[src/rtl/fft_bitrev_loader_pkg.sv]
// Shared definitions for the FFT front end: default sizes, frame length and
// the bit-reversal index helper used by the loader (and by later FFT stages).
package fft_bitrev_loader_pkg;

    localparam int DATA_W_DEFAULT = 16;
    localparam int LOG2N_DEFAULT  = 3;
    localparam int BITREV_MAX_W   = 16;

    // Frame length N = 2^log2n.
    function automatic int frame_len(input int log2n);
        return 1 << log2n;
    endfunction

    // Reverse the low nbits bits of idx; bits above nbits come back as zero.
    function automatic logic [BITREV_MAX_W-1:0] bitrev(
        input logic [BITREV_MAX_W-1:0] idx,
        input int                      nbits
    );
        logic [BITREV_MAX_W-1:0] result;
        result = '0;
        for (int i = 0; i < BITREV_MAX_W; i++) begin
            if (i < nbits) begin
                result[i] = idx[nbits-1-i];
            end
        end
        return result;
    endfunction

endpackage

[src/rtl/fft_bitrev_loader_if.sv]
// Sample streams around the bit-reverse loader: natural-order input stream
// from upstream and bit-reversed output stream towards the FFT pipeline.
interface fft_bitrev_loader_if
    import fft_bitrev_loader_pkg::*;
#(
    parameter int DATA_W = DATA_W_DEFAULT
);

    logic              in_valid;
    logic              in_ready;
    logic [DATA_W-1:0] in_re;
    logic [DATA_W-1:0] in_im;

    logic              out_valid;
    logic              out_ready;
    logic [DATA_W-1:0] out_re;
    logic [DATA_W-1:0] out_im;
    logic              out_last;
    logic              out_bank;

    // Source/sink side: drives input samples, accepts reordered samples.
    modport master (
        output in_valid, in_re, in_im, out_ready,
        input  in_ready, out_valid, out_re, out_im, out_last, out_bank
    );

    // Loader side.
    modport slave (
        input  in_valid, in_re, in_im, out_ready,
        output in_ready, out_valid, out_re, out_im, out_last, out_bank
    );

endinterface

[src/rtl/fft_pingpong_ram.sv]
// Two-bank sample store: one synchronous write port, one combinational read
// port. Address MSB selects the bank. No reset so it maps onto plain RAM.
module fft_pingpong_ram #(
    parameter int WORD_W = 32,
    parameter int ADDR_W = 4
) (
    input  logic              clk,
    input  logic              wr_en,
    input  logic [ADDR_W-1:0] wr_addr,
    input  logic [WORD_W-1:0] wr_data,
    input  logic [ADDR_W-1:0] rd_addr,
    output logic [WORD_W-1:0] rd_data
);

    localparam int DEPTH = 1 << ADDR_W;

    logic [WORD_W-1:0] mem [0:DEPTH-1];

    // Write the accepted sample into its slot on the clock edge.
    always_ff @(posedge clk) begin
        if (wr_en) begin
            mem[wr_addr] <= wr_data;
        end
    end

    assign rd_data = mem[rd_addr];

endmodule

[src/rtl/fft_bitrev_loader.sv]
// Bit-reverse reorder stage in front of the radix-2 DIT FFT. Frames arrive in
// natural order into one bank while the other bank drains in bit-reversed
// order through a single output register.
module fft_bitrev_loader
    import fft_bitrev_loader_pkg::*;
#(
    parameter int DATA_W = DATA_W_DEFAULT,
    parameter int LOG2N  = LOG2N_DEFAULT
) (
    input  logic               clk,
    input  logic               rst_n,
    fft_bitrev_loader_if.slave bus
);

    localparam int             N        = frame_len(LOG2N);
    localparam logic [LOG2N-1:0] LAST_IDX = LOG2N'(N - 1);

    logic             wr_bank;
    logic             rd_bank;
    logic [LOG2N-1:0] wr_ptr;
    logic [LOG2N-1:0] rd_ptr;
    logic [1:0]       full;
    logic [1:0]       full_next;

    logic             wr_fire;
    logic             wr_last;
    logic             rd_advance;
    logic             rd_fire;
    logic             rd_last;
    logic [LOG2N-1:0] rd_idx;

    logic [LOG2N:0]    wr_addr;
    logic [LOG2N:0]    rd_addr;
    logic [2*DATA_W-1:0] wr_data;
    logic [2*DATA_W-1:0] rd_data;

    // A bank being written is accepted only while it is not waiting to drain.
    assign bus.in_ready = ~full[wr_bank];
    assign wr_fire      = bus.in_valid & ~full[wr_bank];
    assign wr_last      = (wr_ptr == LAST_IDX);

    // The output register may take a new sample when empty or being consumed.
    assign rd_advance = ~bus.out_valid | bus.out_ready;
    assign rd_fire    = rd_advance & full[rd_bank];
    assign rd_last    = (rd_ptr == LAST_IDX);
    assign rd_idx     = LOG2N'(bitrev(BITREV_MAX_W'(rd_ptr), LOG2N));

    assign wr_addr = {wr_bank, wr_ptr};
    assign wr_data = {bus.in_re, bus.in_im};
    assign rd_addr = {rd_bank, rd_idx};

    fft_pingpong_ram #(
        .WORD_W (2 * DATA_W),
        .ADDR_W (LOG2N + 1)
    ) u_ram (
        .clk     (clk),
        .wr_en   (wr_fire),
        .wr_addr (wr_addr),
        .wr_data (wr_data),
        .rd_addr (rd_addr),
        .rd_data (rd_data)
    );

    // Full flags: completing a frame marks its bank full, loading its last
    // element releases the draining bank; the two banks never collide because
    // a bank is written only while empty and released only while full.
    always_comb begin
        full_next = full;
        if (wr_fire && wr_last) begin
            full_next[wr_bank] = 1'b1;
        end
        if (rd_fire && rd_last) begin
            full_next[rd_bank] = 1'b0;
        end
    end

    // Register the bank-full flags.
    always_ff @(posedge clk or negedge rst_n) begin
        if (!rst_n) begin
            full <= 2'b00;
        end else begin
            full <= full_next;
        end
    end

    // Write pointer and bank: step per accepted sample, swap banks at frame end.
    always_ff @(posedge clk or negedge rst_n) begin
        if (!rst_n) begin
            wr_ptr  <= '0;
            wr_bank <= 1'b0;
        end else if (wr_fire) begin
            wr_ptr <= wr_ptr + 1'b1;
            if (wr_last) begin
                wr_bank <= ~wr_bank;
            end
        end
    end

    // Read pointer and bank: step per loaded sample, swap banks after the last.
    always_ff @(posedge clk or negedge rst_n) begin
        if (!rst_n) begin
            rd_ptr  <= '0;
            rd_bank <= 1'b0;
        end else if (rd_fire) begin
            rd_ptr <= rd_ptr + 1'b1;
            if (rd_last) begin
                rd_bank <= ~rd_bank;
            end
        end
    end

    // Output register: load the next bit-reversed sample or go idle holding data.
    always_ff @(posedge clk or negedge rst_n) begin
        if (!rst_n) begin
            bus.out_valid <= 1'b0;
            bus.out_re    <= '0;
            bus.out_im    <= '0;
            bus.out_last  <= 1'b0;
            bus.out_bank  <= 1'b0;
        end else if (rd_advance) begin
            if (full[rd_bank]) begin
                bus.out_valid <= 1'b1;
                bus.out_re    <= rd_data[2*DATA_W-1:DATA_W];
                bus.out_im    <= rd_data[DATA_W-1:0];
                bus.out_last  <= rd_last;
                bus.out_bank  <= rd_bank;
            end else begin
                bus.out_valid <= 1'b0;
            end
        end
    end

endmodule
[src/flat_wrapper.sv]
// flat-port wrapper written by rule: the top's interface ports become plain ports
module fft_bitrev_loader_flat import fft_bitrev_loader_pkg::*;
#(
    parameter int DATA_W = DATA_W_DEFAULT,
    parameter int LOG2N  = LOG2N_DEFAULT
)
  (clk, rst_n, bus_in_valid, bus_in_re, bus_in_im, bus_out_ready, bus_in_ready, bus_out_valid, bus_out_re, bus_out_im, bus_out_last, bus_out_bank);
  fft_bitrev_loader_if #(.DATA_W(DATA_W)) bus_i ();
  input  logic clk;
  input  logic rst_n;
  input wire logic [$bits(bus_i.in_valid)-1:0] bus_in_valid;
  input wire logic [$bits(bus_i.in_re)-1:0] bus_in_re;
  input wire logic [$bits(bus_i.in_im)-1:0] bus_in_im;
  input wire logic [$bits(bus_i.out_ready)-1:0] bus_out_ready;
  output wire logic [$bits(bus_i.in_ready)-1:0] bus_in_ready;
  output wire logic [$bits(bus_i.out_valid)-1:0] bus_out_valid;
  output wire logic [$bits(bus_i.out_re)-1:0] bus_out_re;
  output wire logic [$bits(bus_i.out_im)-1:0] bus_out_im;
  output wire logic [$bits(bus_i.out_last)-1:0] bus_out_last;
  output wire logic [$bits(bus_i.out_bank)-1:0] bus_out_bank;
  assign bus_i.in_valid = bus_in_valid;
  assign bus_i.in_re = bus_in_re;
  assign bus_i.in_im = bus_in_im;
  assign bus_i.out_ready = bus_out_ready;
  assign bus_in_ready = bus_i.in_ready;
  assign bus_out_valid = bus_i.out_valid;
  assign bus_out_re = bus_i.out_re;
  assign bus_out_im = bus_i.out_im;
  assign bus_out_last = bus_i.out_last;
  assign bus_out_bank = bus_i.out_bank;
  fft_bitrev_loader #(.DATA_W(DATA_W), .LOG2N(LOG2N)) u_core (.clk(clk), .rst_n(rst_n), .bus(bus_i));
endmodule
[config.mk]
export PLATFORM = sky130hd
export DESIGN_NAME = fft_bitrev_loader_flat
export DESIGN_NICKNAME = d
export VERILOG_FILES = /design/src/rtl/fft_bitrev_loader_pkg.sv /design/src/rtl/fft_bitrev_loader_if.sv /design/src/rtl/fft_pingpong_ram.sv /design/src/rtl/fft_bitrev_loader.sv /design/src/flat_wrapper.sv
export SDC_FILE = /design/constraint.sdc
export NUM_CORES = 1
export LEC_CHECK = 0
export CAP_MARGIN = 0
export CORE_AREA = 2 2 209 211
export DETAILED_ROUTE_END_ITERATION = 6
export DIE_AREA = 0 0 211 213
export PLACE_DENSITY = 0.68
export SLEW_MARGIN = 20
export SYNTH_ARGS = -nofsm -noshare
export SYNTH_HDL_FRONTEND = slang
export SYNTH_SLANG_ARGS = --single-unit
[constraint.sdc]
create_clock -name clk -period 2.2 [get_ports clk]
set_input_delay 0.33 -clock clk [delete_from_list [all_inputs] [get_ports clk]]
set_output_delay 0.33 -clock clk [all_outputs]
set_load 0.01 [all_outputs]
==> results of run 1 <==
==> critical path, stage by stage (launching register included) <==
cell and delay, ps:
dfrtp_4 450, buf_12 150, buf_12 220, mux4_1 580, o22ai_1 290, a221oi_1 140
==> where the power goes <==
group          total [mW]  internal [mW]  leakage [nW]  switching, mW
Sequential           13.2           12.7          5.11          0.538
Clock                8.74           4.91         0.832           3.83
Combinational        9.53           4.71          2.16           4.82
Total                31.5           22.3          8.10           9.19
==> what timing repair did <==
item	in CTS	in global routing
endpoints found under the setup margin	1	0
hold endpoints to repair	17	0
gates resized for setup	4	0
hold buffers	1	0
==> kinds of logic after synthesis <==
family | count (synthesis) | share of synthesized area, %
muxes | 167 | 15.6
xor gates and xnor gates | 2 | 0.0827
DFF | 557 | 77.9
adders and majority gates | 7 | 0.413
AOI/OAI and AO/OA | 104 | 3.32
buffers and inverters | 60 | 1.82
and+or+nand+nor | 35 | 0.933
==> how the worst max path moves through the flow <==
stage | end | cells past startpoint | start | slack [ps]
6_report | u_core.bus.out_im[12]$_DFFE_PN0P_ | 5 | u_core.rd_ptr[2]$_DFFE_PN0P_ | 190
5_1_grt | u_core.bus.out_im[12]$_DFFE_PN0P_ | 5 | u_core.rd_ptr[2]$_DFFE_PN0P_ | 90
4_1_cts | u_core.bus.out_im[12]$_DFFE_PN0P_ | 5 | u_core.rd_ptr[2]$_DFFE_PN0P_ | 200
3_5_place_dp | u_core.u_ram.mem[1][0]$_DFFE_PP_ | 5 | bus_in_valid | 6
3_3_place_gp | u_core.u_ram.mem[1][26]$_DFFE_PP_ | 5 | bus_in_valid | -6
2_1_floorplan | u_core.u_ram.mem[10][0]$_DFFE_PP_ | 4 | u_core.wr_bank$_DFFE_PN0N_ | 190
==> cell type report <==
| cell class | instances | area share (%) |
|---|---|---|
| Clock buffer | 59 | 5.57 |
| Tap cell | 546 | 2.73 |
| Inverter | 3 | 0.0451 |
| Timing Repair Buffer | 138 | 7.10 |
| Multi-Input combinational cell | 315 | 17.3 |
| Clock inverter | 40 | 1.12 |
| Sequential cell | 557 | 66.1 |
==> layer usage <==
metal | up-vias | GRT usage, % | wire length [um]
met2 | 296 | 35.4 | 22900
met3 | 57 | 3.71 | 2210
met5 | - | 0 | 0
met1 | 5366 | 28.0 | 18900
met4 | 0 | 5.46 | 848
li1 | 4245 | - | -
==> sequential cells by signal, summed over array words and instances (netlist names) <==
name and count:
u_core.bus.out_bank 1, u_core.bus.out_im 16, u_core.bus.out_last 1, u_core.bus.out_re 16, u_core.bus.out_valid 1, u_core.full 2
u_core.rd_bank 1, u_core.rd_ptr 3, u_core.u_ram.mem 512, u_core.wr_bank 1, u_core.wr_ptr 3
==> through the flow <==
| step | power, mW | hold slack, ps | setup WS [ps] |
|---|---|---|---|
| 2_1_floorplan | 19.6 | 34.4 | 190 |
| 3_5_place_dp | 23.1 | 341 | 5.91 |
| 3_3_place_gp | 22.9 | 332 | -5.68 |
| 5_1_grt | 32.9 | 294 | 87.5 |
| 6_report | 31.5 | 276 | 193 |
| 4_1_cts | 31.8 | 255 | 204 |
==> cells in the mapped netlist, types with 3 or more instances <==
master,number,area (um^2)
a21oi_1,33,165
a221oi_1,31,272
a31oi_1,4,25.0
and2_1,16,100
buf_2,21,105
buf_6,16,180
clkbuf_1,16,60.1
dfrtp_1,45,1130
edfxtp_1,512,15400
ha_1,7,87.6
inv_1,3,11.3
mux2_2,5,56.3
mux2i_1,33,330
mux4_1,3,78.8
mux4_2,125,2820
nand2_1,4,15.0
nand2b_1,5,31.3
nor2_1,4,15.0
o22ai_1,32,200
==> impl_results.md, run 1 <==
- Status: completed
- Yosys Warn Count: 0
- Pleak: 8.10 nW
- Antenna Nets Post-Route: 0
- Total CTS buffers: 53
- IO Pins: 72
- Worst-case reg-to-reg path depth: 5
- Setup Total Neg Slack: 0 ps
- Mean Syn Cell Area: 22.7 um^2
- Die W: 211 um
- Synthesized instance count: 932
- # fillers: 3,023
- Post-CTS setup buffer count: 0
- Async set or reset register ratio after synthesis: 8.08%
- Final setup fails: 0
- Pin count of the biggest net entering global routing: 43
- Flop2flop setup slack: 190 ps
- Post-detail-place hpwl: 28,200 um
- Clk buf depth: 3
- Commonest non-fill, non-tap cell in the layout: edfxtp_1
- Util after Layout: 58.5%
- Congestion Overflow GR: 0
- Post-synth EDFFs: 512
- Initial antenna violation count: 0
- Final hold violations: 0
- Pwr Density: 1260 nW/um^2
- Drt drc: 0
- Period Utilization, post-route: 91.2%
- Cell row count: 76
- Drt wl/cell: 27.0 um
- Max Fclk: 498 MHz
- CP Launch Type: register
- Dominant synthesized flop cell: edfxtp_1
- Detailed Route WL: 44,800 um
- Unrepaired setup endpoints after global routing: false
- Worst r2r src: u_core.rd_ptr[2]$_DFFE_PN0P_
- Synth Register Bits: 557
- Most frequent cells in the layout: 512 x edfxtp_1, 125 x mux4_2, 69 x clkdlybuf4s50_1
- Maximum vdd drop: 0.769 mV
- CTS H-tree lvls: 2
- Layout cell share with drive strength beyond 1: 27.6%
- Drt pass-1 iters: 5
- Via density: 6.01
- Mapped Area: 21,200 um^2
- Worst R2R End: u_core.bus.out_im[12]$_DFFE_PN0P_
- CP Class: reg2reg
- Tmin final: 2010 ps
- Die height: 213 um
- CP Max Fanout: 24
- Worst-Margin Slew: 911 ps
- Mapped Nets: 975
- Synth-to-layout area growth: 17.9%
- Antenna cells: 0
- GRT Util Overall: 20.8%
- Die area: 44,900 um^2
- Slew Limit Fails: 0
- Core footprint: 42,700 um^2
- Crit path DAT: 2430 ps
- CTS tree: done
- Routability congestion estimate from global placement: 0.757
- # nets final: 1,111
- Max-slew headroom: 39.3%
- Vias in the first global route: 10,700
- Vias: 9,964
- Post-synthesis cell type count: 34
- Crit. End Element: register
- Area taken by multi-input logic gates: 4330 um^2
- Final Instance Area: 25,000 um^2
- CTS root buf: clkbuf_16
- CTS sink cnt: 557
- Clk slew on worst S/H paths: 60 ps
- Cell Area, Placed: 23,300 um^2
- Maximum Capacitance Violations: 0
- First-pass GRT wire length: 68,000 um
- Worst hold path type: in2async
- PortBufs: 71
- Sequential area share after synthesis: 77.9%
- Final cell count without fillers: 1,658
- FF+latch area: 16,500 um^2
- Initial DRC count: 955
- Placed Cells incl. Taps: 1,558
- Req. time, crit path: 2620 ps
- Clock Latency Late Sink: 590 ps
- Initial core utilization: 49.6%
- Fin Clk Skew: 26.0 ps
Note: power is estimated with default switching activity, not from simulation.
==> run 2: changes to the inputs <==
Settings changed: CTS_BUF_LIST from default to sky130_fd_sc_hd__clkbuf_8.
==> run 2 against run 1 <==
  * Register-to-register slack is essentially flat
  * Count of clock-buffer cells in the layout grew 33
  * First-iteration DRC count grew 1.2%
  * Clock skew shrank 5.8 ps
  * Maximum frequency grew 0.36%
  * Die area is the same
  * Combinational power is essentially flat
  * Routed wire length shrank 0.29%
  * Critical endpoint unchanged
  * Largest power group unchanged
  * Highest routed layer unchanged
==> impl_results.md, run 2 (same netlist as run 1, synthesis figures left out) <==
- IO Pins: 72 (unchanged)
- Die W: 211 um (unchanged)
- Max-slew headroom: 37.9% (was 39.3%)
- Commonest non-fill, non-tap cell in the layout: edfxtp_1 (unchanged)
- Die area: 44,900 um^2 (unchanged)
- CP most frequent cell: buf_12 (unchanged)
- Maximum vdd drop: 0.831 mV (was 0.769 mV)
- Worst path cell trace: buf_12 > buf_12 > mux4_1 > o22ai_1 > a221oi_1 (unchanged)
- Clk buf depth: 3 (unchanged)
- CP max stage cell: mux4_1 (unchanged)
- Worst Slack Setup Final: 200 ps (was 193 ps)
- CTS sink cnt: 557 (unchanged)
- Antenna cells: 0 (unchanged)
- Core footprint: 42,700 um^2 (unchanged)
- Met1 Track Usage GR: 27.5% (was 28.0%)
- Drt drc: 0 (unchanged)
- Max Fclk: 500 MHz (was 498 MHz)
- CTS H-tree lvls: 3 (was 2)
- Maximum Capacitance Violations: 0 (unchanged)
- Post-CTS setup buffer count: 0 (unchanged)
- Placed Cells incl. Taps: 1,558 (unchanged)
- Pin count of the biggest net entering global routing: 43 (unchanged)
- GRT Util Overall: 20.7% (was 20.8%)
- Top Registers: u_core.u_ram.mem (512), u_core.bus.out_im (16), u_core.bus.out_re (16) (unchanged)
- Busiest grt layer: met2 (unchanged)
- Max stage delay on crit path: 570 ps (was 580 ps)
- Util after Layout: 58.5% (about the same)
- Total CTS buffers: 88 (was 53)
- Drt pass-1 iters: 5 (unchanged)
- Initial core utilization: 49.6% (unchanged)
- Unrepaired setup endpoints after global routing: false (unchanged)
- Final setup fails: 0 (unchanged)
- Critical path buffers and inverters: 2 (unchanged)
- Worst hold path type: in2async (unchanged)
- Crit path DAT: 2460 ps (was 2430 ps)
- Detailed Route WL: 44,700 um (was 44,800 um)
- Clk slew on worst S/H paths: 70 ps (was 60 ps)
- Clock Latency Late Sink: 630 ps (was 590 ps)
- Die height: 213 um (unchanged)
- Routability congestion estimate from global placement: 0.757 (unchanged)
- Status: completed (unchanged)
- Antenna Nets Post-Route: 0 (unchanged)
- Crit. End Element: register (unchanged)
- CP Class: reg2reg (unchanged)
- WHS: 227 ps (was 276 ps)
- Pleak: 8.24 nW (was 8.10 nW)
- Drt wl/cell: 25.9 um (was 27.0 um)
- Initial DRC count: 966 (was 955)
- Post-detail-place hpwl: 28,200 um (unchanged)
- Slew Limit Fails: 0 (unchanged)
- Setup Total Neg Slack: 0 ps (unchanged)
- # fillers: 3,068 (was 3,023)
- Congestion Overflow GR: 0 (unchanged)
- Met2 usage: 35.0% (was 35.4%)
- Fin Clk Skew: 20.2 ps (was 26.0 ps)
- Worst-Margin Slew: 931 ps (was 911 ps)
- GRT met3 Usage: 4.03% (was 3.71%)
- Period Utilization, post-route: 90.9% (was 91.2%)
- Synth-to-layout area growth: 17.9% (about the same)
- CTS root buf: clkbuf_8 (was clkbuf_16)
- Final hold violations: 0 (unchanged)
- Vias in the first global route: 10,900 (was 10,700)
- Top Family by Delay on Critical Path: multiplexers (unchanged)
- Biggest register: u_core.u_ram.mem (unchanged)
- Via density: 5.90 (was 6.01)
- Initial antenna violation count: 0 (unchanged)
- First-pass GRT wire length: 67,900 um (was 68,000 um)
- Req. time, crit path: 2660 ps (was 2620 ps)
- Flip-flop count of the largest register after layout: 512 (unchanged)
- CP Max Fanout: 24 (unchanged)
- CTS tree: done (unchanged)
- Final cell count without fillers: 1,724 (was 1,658)
- # nets final: 1,146 (was 1,111)
- Tmin final: 2000 ps (was 2010 ps)
- Pre-CTS setup slack: 5.91 ps (unchanged)
- Vias: 10,200 (was 9,964)
- Most frequent cells in the layout: 512 x edfxtp_1, 125 x mux4_2, 92 x clkbuf_8 (was 512 x edfxtp_1, 125 x mux4_2, 69 x clkdlybuf4s50_1)
- Cell row count: 76 (unchanged)
- PortBufs: 71 (unchanged)
- Pwr Density: 1240 nW/um^2 (was 1260 nW/um^2)
- CP Launch Type: register (unchanged)
- Layout cell share with drive strength beyond 1: 28.6% (was 27.6%)
-- run 2: cell count changes in the layout (fill, tap and decap cells not counted) --
| cell | delta |
|---|---|
| clkinv_4 | -2 |
| clkinvlp_4 | +2 |
| clkinv_2 | -8 |
| inv_1 | +35 |
| inv_6 | +1 |
| clkbuf_1 | -4 |
| clkbuf_16 | -55 |
| clkbuf_8 | +92 |
| clkinv_1 | +5 |
-- run 2: through the flow --
step           cell area, um^2  power [mW]
6_report                 25000        30.9
5_1_grt                  25000        32.4
2_1_floorplan            21200        19.6
4_1_cts                  25000        31.3
3_5_place_dp             23300        23.1
3_3_place_gp             23300        22.9
-- run 2: layer usage --
| metal | routed length, um | part of all wire, % |
|---|---|---|
| met1 | 18700 | 42 |
| met5 | 0 | 0 |
| met3 | 2250 | 5.0 |
| met2 | 22600 | 51 |
| met4 | 1150 | 2.6 |
-- run 2: worst paths after layout --
kind                            depth (start not counted)                            start                                 to  slack (ps)
worst min-delay path                                    2                            rst_n  u_core.bus.out_re[15]$_DFFE_PN0P_         230
worst max register to register                          5     u_core.rd_ptr[2]$_DFFE_PN0P_  u_core.bus.out_im[12]$_DFFE_PN0P_         200
worst min register to register                          1  u_core.bus.out_bank$_DFFE_PN0P_    u_core.bus.out_bank$_DFFE_PN0P_         530
worst max-delay path                                    5     u_core.rd_ptr[2]$_DFFE_PN0P_  u_core.bus.out_im[12]$_DFFE_PN0P_         200
min in group clk                                        2                     bus_in_im[0]   u_core.u_ram.mem[3][0]$_DFFE_PP_         500
max in group asynchronous                               3                            rst_n  u_core.bus.out_im[13]$_DFFE_PN0P_        1380
-- run 2: area by class of cell --
class	instances	area, um^2	area share (%)
clock inverters	73	397	1.59
flip-flops and latches	557	16500	66.1
multi-input cells	315	4330	17.3
well taps	546	683	2.74
repair buffers	138	1770	7.10
clock buffers	92	1270	5.07
inverters	3	11.3	0.0451
-- run 2: where the power goes --
group          internal [mW]  switching (mW)
clock                   4.26            3.91
sequential              12.7           0.540
combinational           4.71            4.81
-- run 2: repair_timing --
item,4_1_cts,5_1_grt
resized for setup,4,0
hold endpoints to repair,17,0
endpoints found under the setup margin,1,0
hold buffers,1,0
==> run 3: changes to the inputs <==
Settings changed: CORE_AREA 2 2 209 211 to 2 2 223 225, DIE_AREA 0 0 211 213 to 0 0 225 227, PLACE_DENSITY 0.68 to 0.61.
==> run 3 against run 2 <==
  * Utilization fell by 7.0 points
  * Final area about the same
  * Non-clock buffer count grew 3
  * Worst hold slack gained 40 ps
  * Clock skew grew 20 ps
  * Critical path depth down 3
  * Sequential share of layout area about the same
  * Setup slack got worse by 75 ps
  * Global-route usage is 1.5 points lower
  * Routed wire length is 6.0% higher
  * Flip-flop and latch count is the same
  * Critical path type is now reg2out
  * Largest cell class unchanged
==> impl_results.md, run 3 (same netlist as run 1, synthesis figures left out) <==
- Gate power share: 30.9% (was 30.8%)
- Clk slew on worst S/H paths: 60 ps (was 70 ps)
- Post-detail-place hpwl: 28,700 um (was 28,200 um)
- CP Class: reg2out (was reg2reg)
- Top Registers: u_core.u_ram.mem (512), u_core.bus.out_im (16), u_core.bus.out_re (16) (unchanged)
- Core footprint: 48,500 um^2 (was 42,700 um^2)
- Vias in the first global route: 10,800 (was 10,900)
- Die height: 227 um (was 213 um)
- Max Fclk: 482 MHz (was 500 MHz)
- Setup Total Neg Slack: 0 ps (unchanged)
- Initial DRC count: 897 (was 966)
- Flip-flop count of the largest register after layout: 512 (unchanged)
- Most frequent cells in the layout: 512 x edfxtp_1, 125 x mux4_2, 96 x clkbuf_8 (was 512 x edfxtp_1, 125 x mux4_2, 92 x clkbuf_8)
- Post-CTS setup buffer count: 0 (unchanged)
- WHS: 267 ps (was 227 ps)
- CTS root buf: clkbuf_8 (unchanged)
- Layout cell share with drive strength beyond 1: 29.1% (was 28.6%)
- Routability congestion estimate from global placement: 0.741 (was 0.757)
- Maximum vdd drop: 0.583 mV (was 0.831 mV)
- Util after Layout: 51.5% (was 58.5%)
- Clk buf depth: 3 (unchanged)
- Max-slew headroom: 38.9% (was 37.9%)
- Congestion Overflow GR: 0 (unchanged)
- Pin count of the biggest net entering global routing: 40 (was 43)
- Crit. End Element: output pin (was register)
- Antenna Nets Post-Route: 0 (unchanged)
- Initial core utilization: 43.7% (was 49.6%)
- Drt drc: 0 (unchanged)
- Fin Clk Skew: 39.9 ps (was 20.2 ps)
- Commonest non-fill, non-tap cell in the layout: edfxtp_1 (unchanged)
- Biggest register: u_core.u_ram.mem (unchanged)
- Maximum Capacitance Violations: 0 (unchanged)
- Sequential share of power: 43.0% (was 42.8%)
- Final hold violations: 0 (unchanged)
- Slew Limit Fails: 0 (unchanged)
- Switching Share: 30.5% (was 30.0%)
- CTS sink cnt: 557 (unchanged)
- Vias: 10,200 (about the same)
- CP Launch Type: register (unchanged)
- Pleak: 8.22 nW (was 8.24 nW)
- CTS tree: done (unchanged)
- Worst-Margin Slew: 917 ps (was 931 ps)
- Crit path DAT: 1750 ps (was 2460 ps)
- Detailed Route WL: 47,400 um (was 44,700 um)
- Status: completed (unchanged)
- GRT Util Overall: 19.2% (was 20.7%)
- Cell row count: 81 (was 76)
- First-pass GRT wire length: 70,500 um (was 67,900 um)
- P_sw: 9.41 mW (was 9.26 mW)
- Die area: 51,100 um^2 (was 44,900 um^2)
- Total CTS buffers: 87 (was 88)
- Synth-to-layout area growth: 17.9% (about the same)
- Die W: 225 um (was 211 um)
- Initial antenna violation count: 0 (unchanged)
- Clock power share: 26.1% (was 26.4%)
- Final setup fails: 0 (unchanged)
- Clock Latency Late Sink: 680 ps (was 630 ps)
- Int Power: 21.5 mW (was 21.7 mW)
- CTS H-tree lvls: 3 (unchanged)
- Period Utilization, post-route: 94.3% (was 90.9%)
- Via density: 5.69 (was 5.90)
- Final total power: 30.9 mW (about the same)
- # nets final: 1,148 (was 1,146)
- IO Pins: 72 (unchanged)
- PortBufs: 71 (unchanged)
- Drt wl/cell: 26.4 um (was 25.9 um)
- Antenna cells: 0 (unchanged)
- Placed Cells incl. Taps: 1,637 (was 1,558)
- Pwr Density: 1240 nW/um^2 (about the same)
- Final cell count without fillers: 1,797 (was 1,724)
- Worst hold path type: in2async (unchanged)
- Drt pass-1 iters: 7 (was 5)
- Req. time, crit path: 1870 ps (was 2660 ps)
- Unrepaired setup endpoints after global routing: false (unchanged)
- Tmin final: 2080 ps (was 2000 ps)
- CP Max Fanout: 7 (was 24)
==> run 3: critical path: stages, from the launching register on <==
cell,delay [ps]
dfrtp_2,460
mux2i_2,270
dlygate4sd2_1,330
==> run 3: stage by stage <==
step	area [um^2]	setup slack [ps]
3_3_place_gp	23300	-76.8
6_report	25000	125
4_1_cts	25000	17.2
5_1_grt	25000	37.0
3_5_place_dp	23300	-56.0
2_1_floorplan	21200	190
==> run 3: what timing repair did <==
action,CTS,global route
endpoints found under the hold margin,20,0
endpoints found under the setup margin,1,1
pin swaps,0,0
resized for setup,2,2
hold buffers,1,0
cloned,0,0
==> run 3: final timing paths <==
kind	startpoint	endpoint	slack, ps	cells after the start
setup / recovery	u_core.wr_bank$_DFFE_PN0N_	bus_in_ready	120	2
hold / removal	rst_n	u_core.rd_ptr[1]$_DFFE_PN0P_	270	2
setup reg to reg	u_core.rd_bank$_DFFE_PN0P_	u_core.bus.out_im[3]$_DFFE_PN0P_	220	3
hold reg to reg	u_core.bus.out_bank$_DFFE_PN0P_	u_core.bus.out_bank$_DFFE_PN0P_	510	1
max in group asynchronous	rst_n	u_core.bus.out_im[13]$_DFFE_PN0P_	1320	3
min in group clk	u_core.bus.out_bank$_DFFE_PN0P_	u_core.bus.out_bank$_DFFE_PN0P_	510	1
==> run 3: power by group through the flow <==
stage	Sequential, mW	Combinational, mW	Clock [mW]
detailed placement	13.5	9.66	0
CTS	13.3	9.69	8.27
floorplan	13.3	6.24	0
global route	13.4	10.2	8.74
global placement	13.5	9.59	0
finish	13.3	9.54	8.05
==> run 3: cell type report <==
cell class | count | area, um^2
sequential | 557 | 16500
clock inverter | 63 | 307
multi-input combinational | 315 | 4330
timing repair buffer | 141 | 1720
clock buffer | 96 | 1320
inverter | 3 | 11.3
fill | 3803 | 23600
tap | 622 | 778
==> run 3: layer usage <==
| metal | GRT usage, % | vias to the layer above | part of all wire [%] |
|---|---|---|---|
| li1 | - | 4339 | - |
| met1 | 26.6 | 5531 | 44 |
| met2 | 31.0 | 294 | 49 |
| met3 | 4.27 | 64 | 5.2 |
| met4 | 5.36 | 0 | 1.5 |
| met5 | 0 | - | 0 |
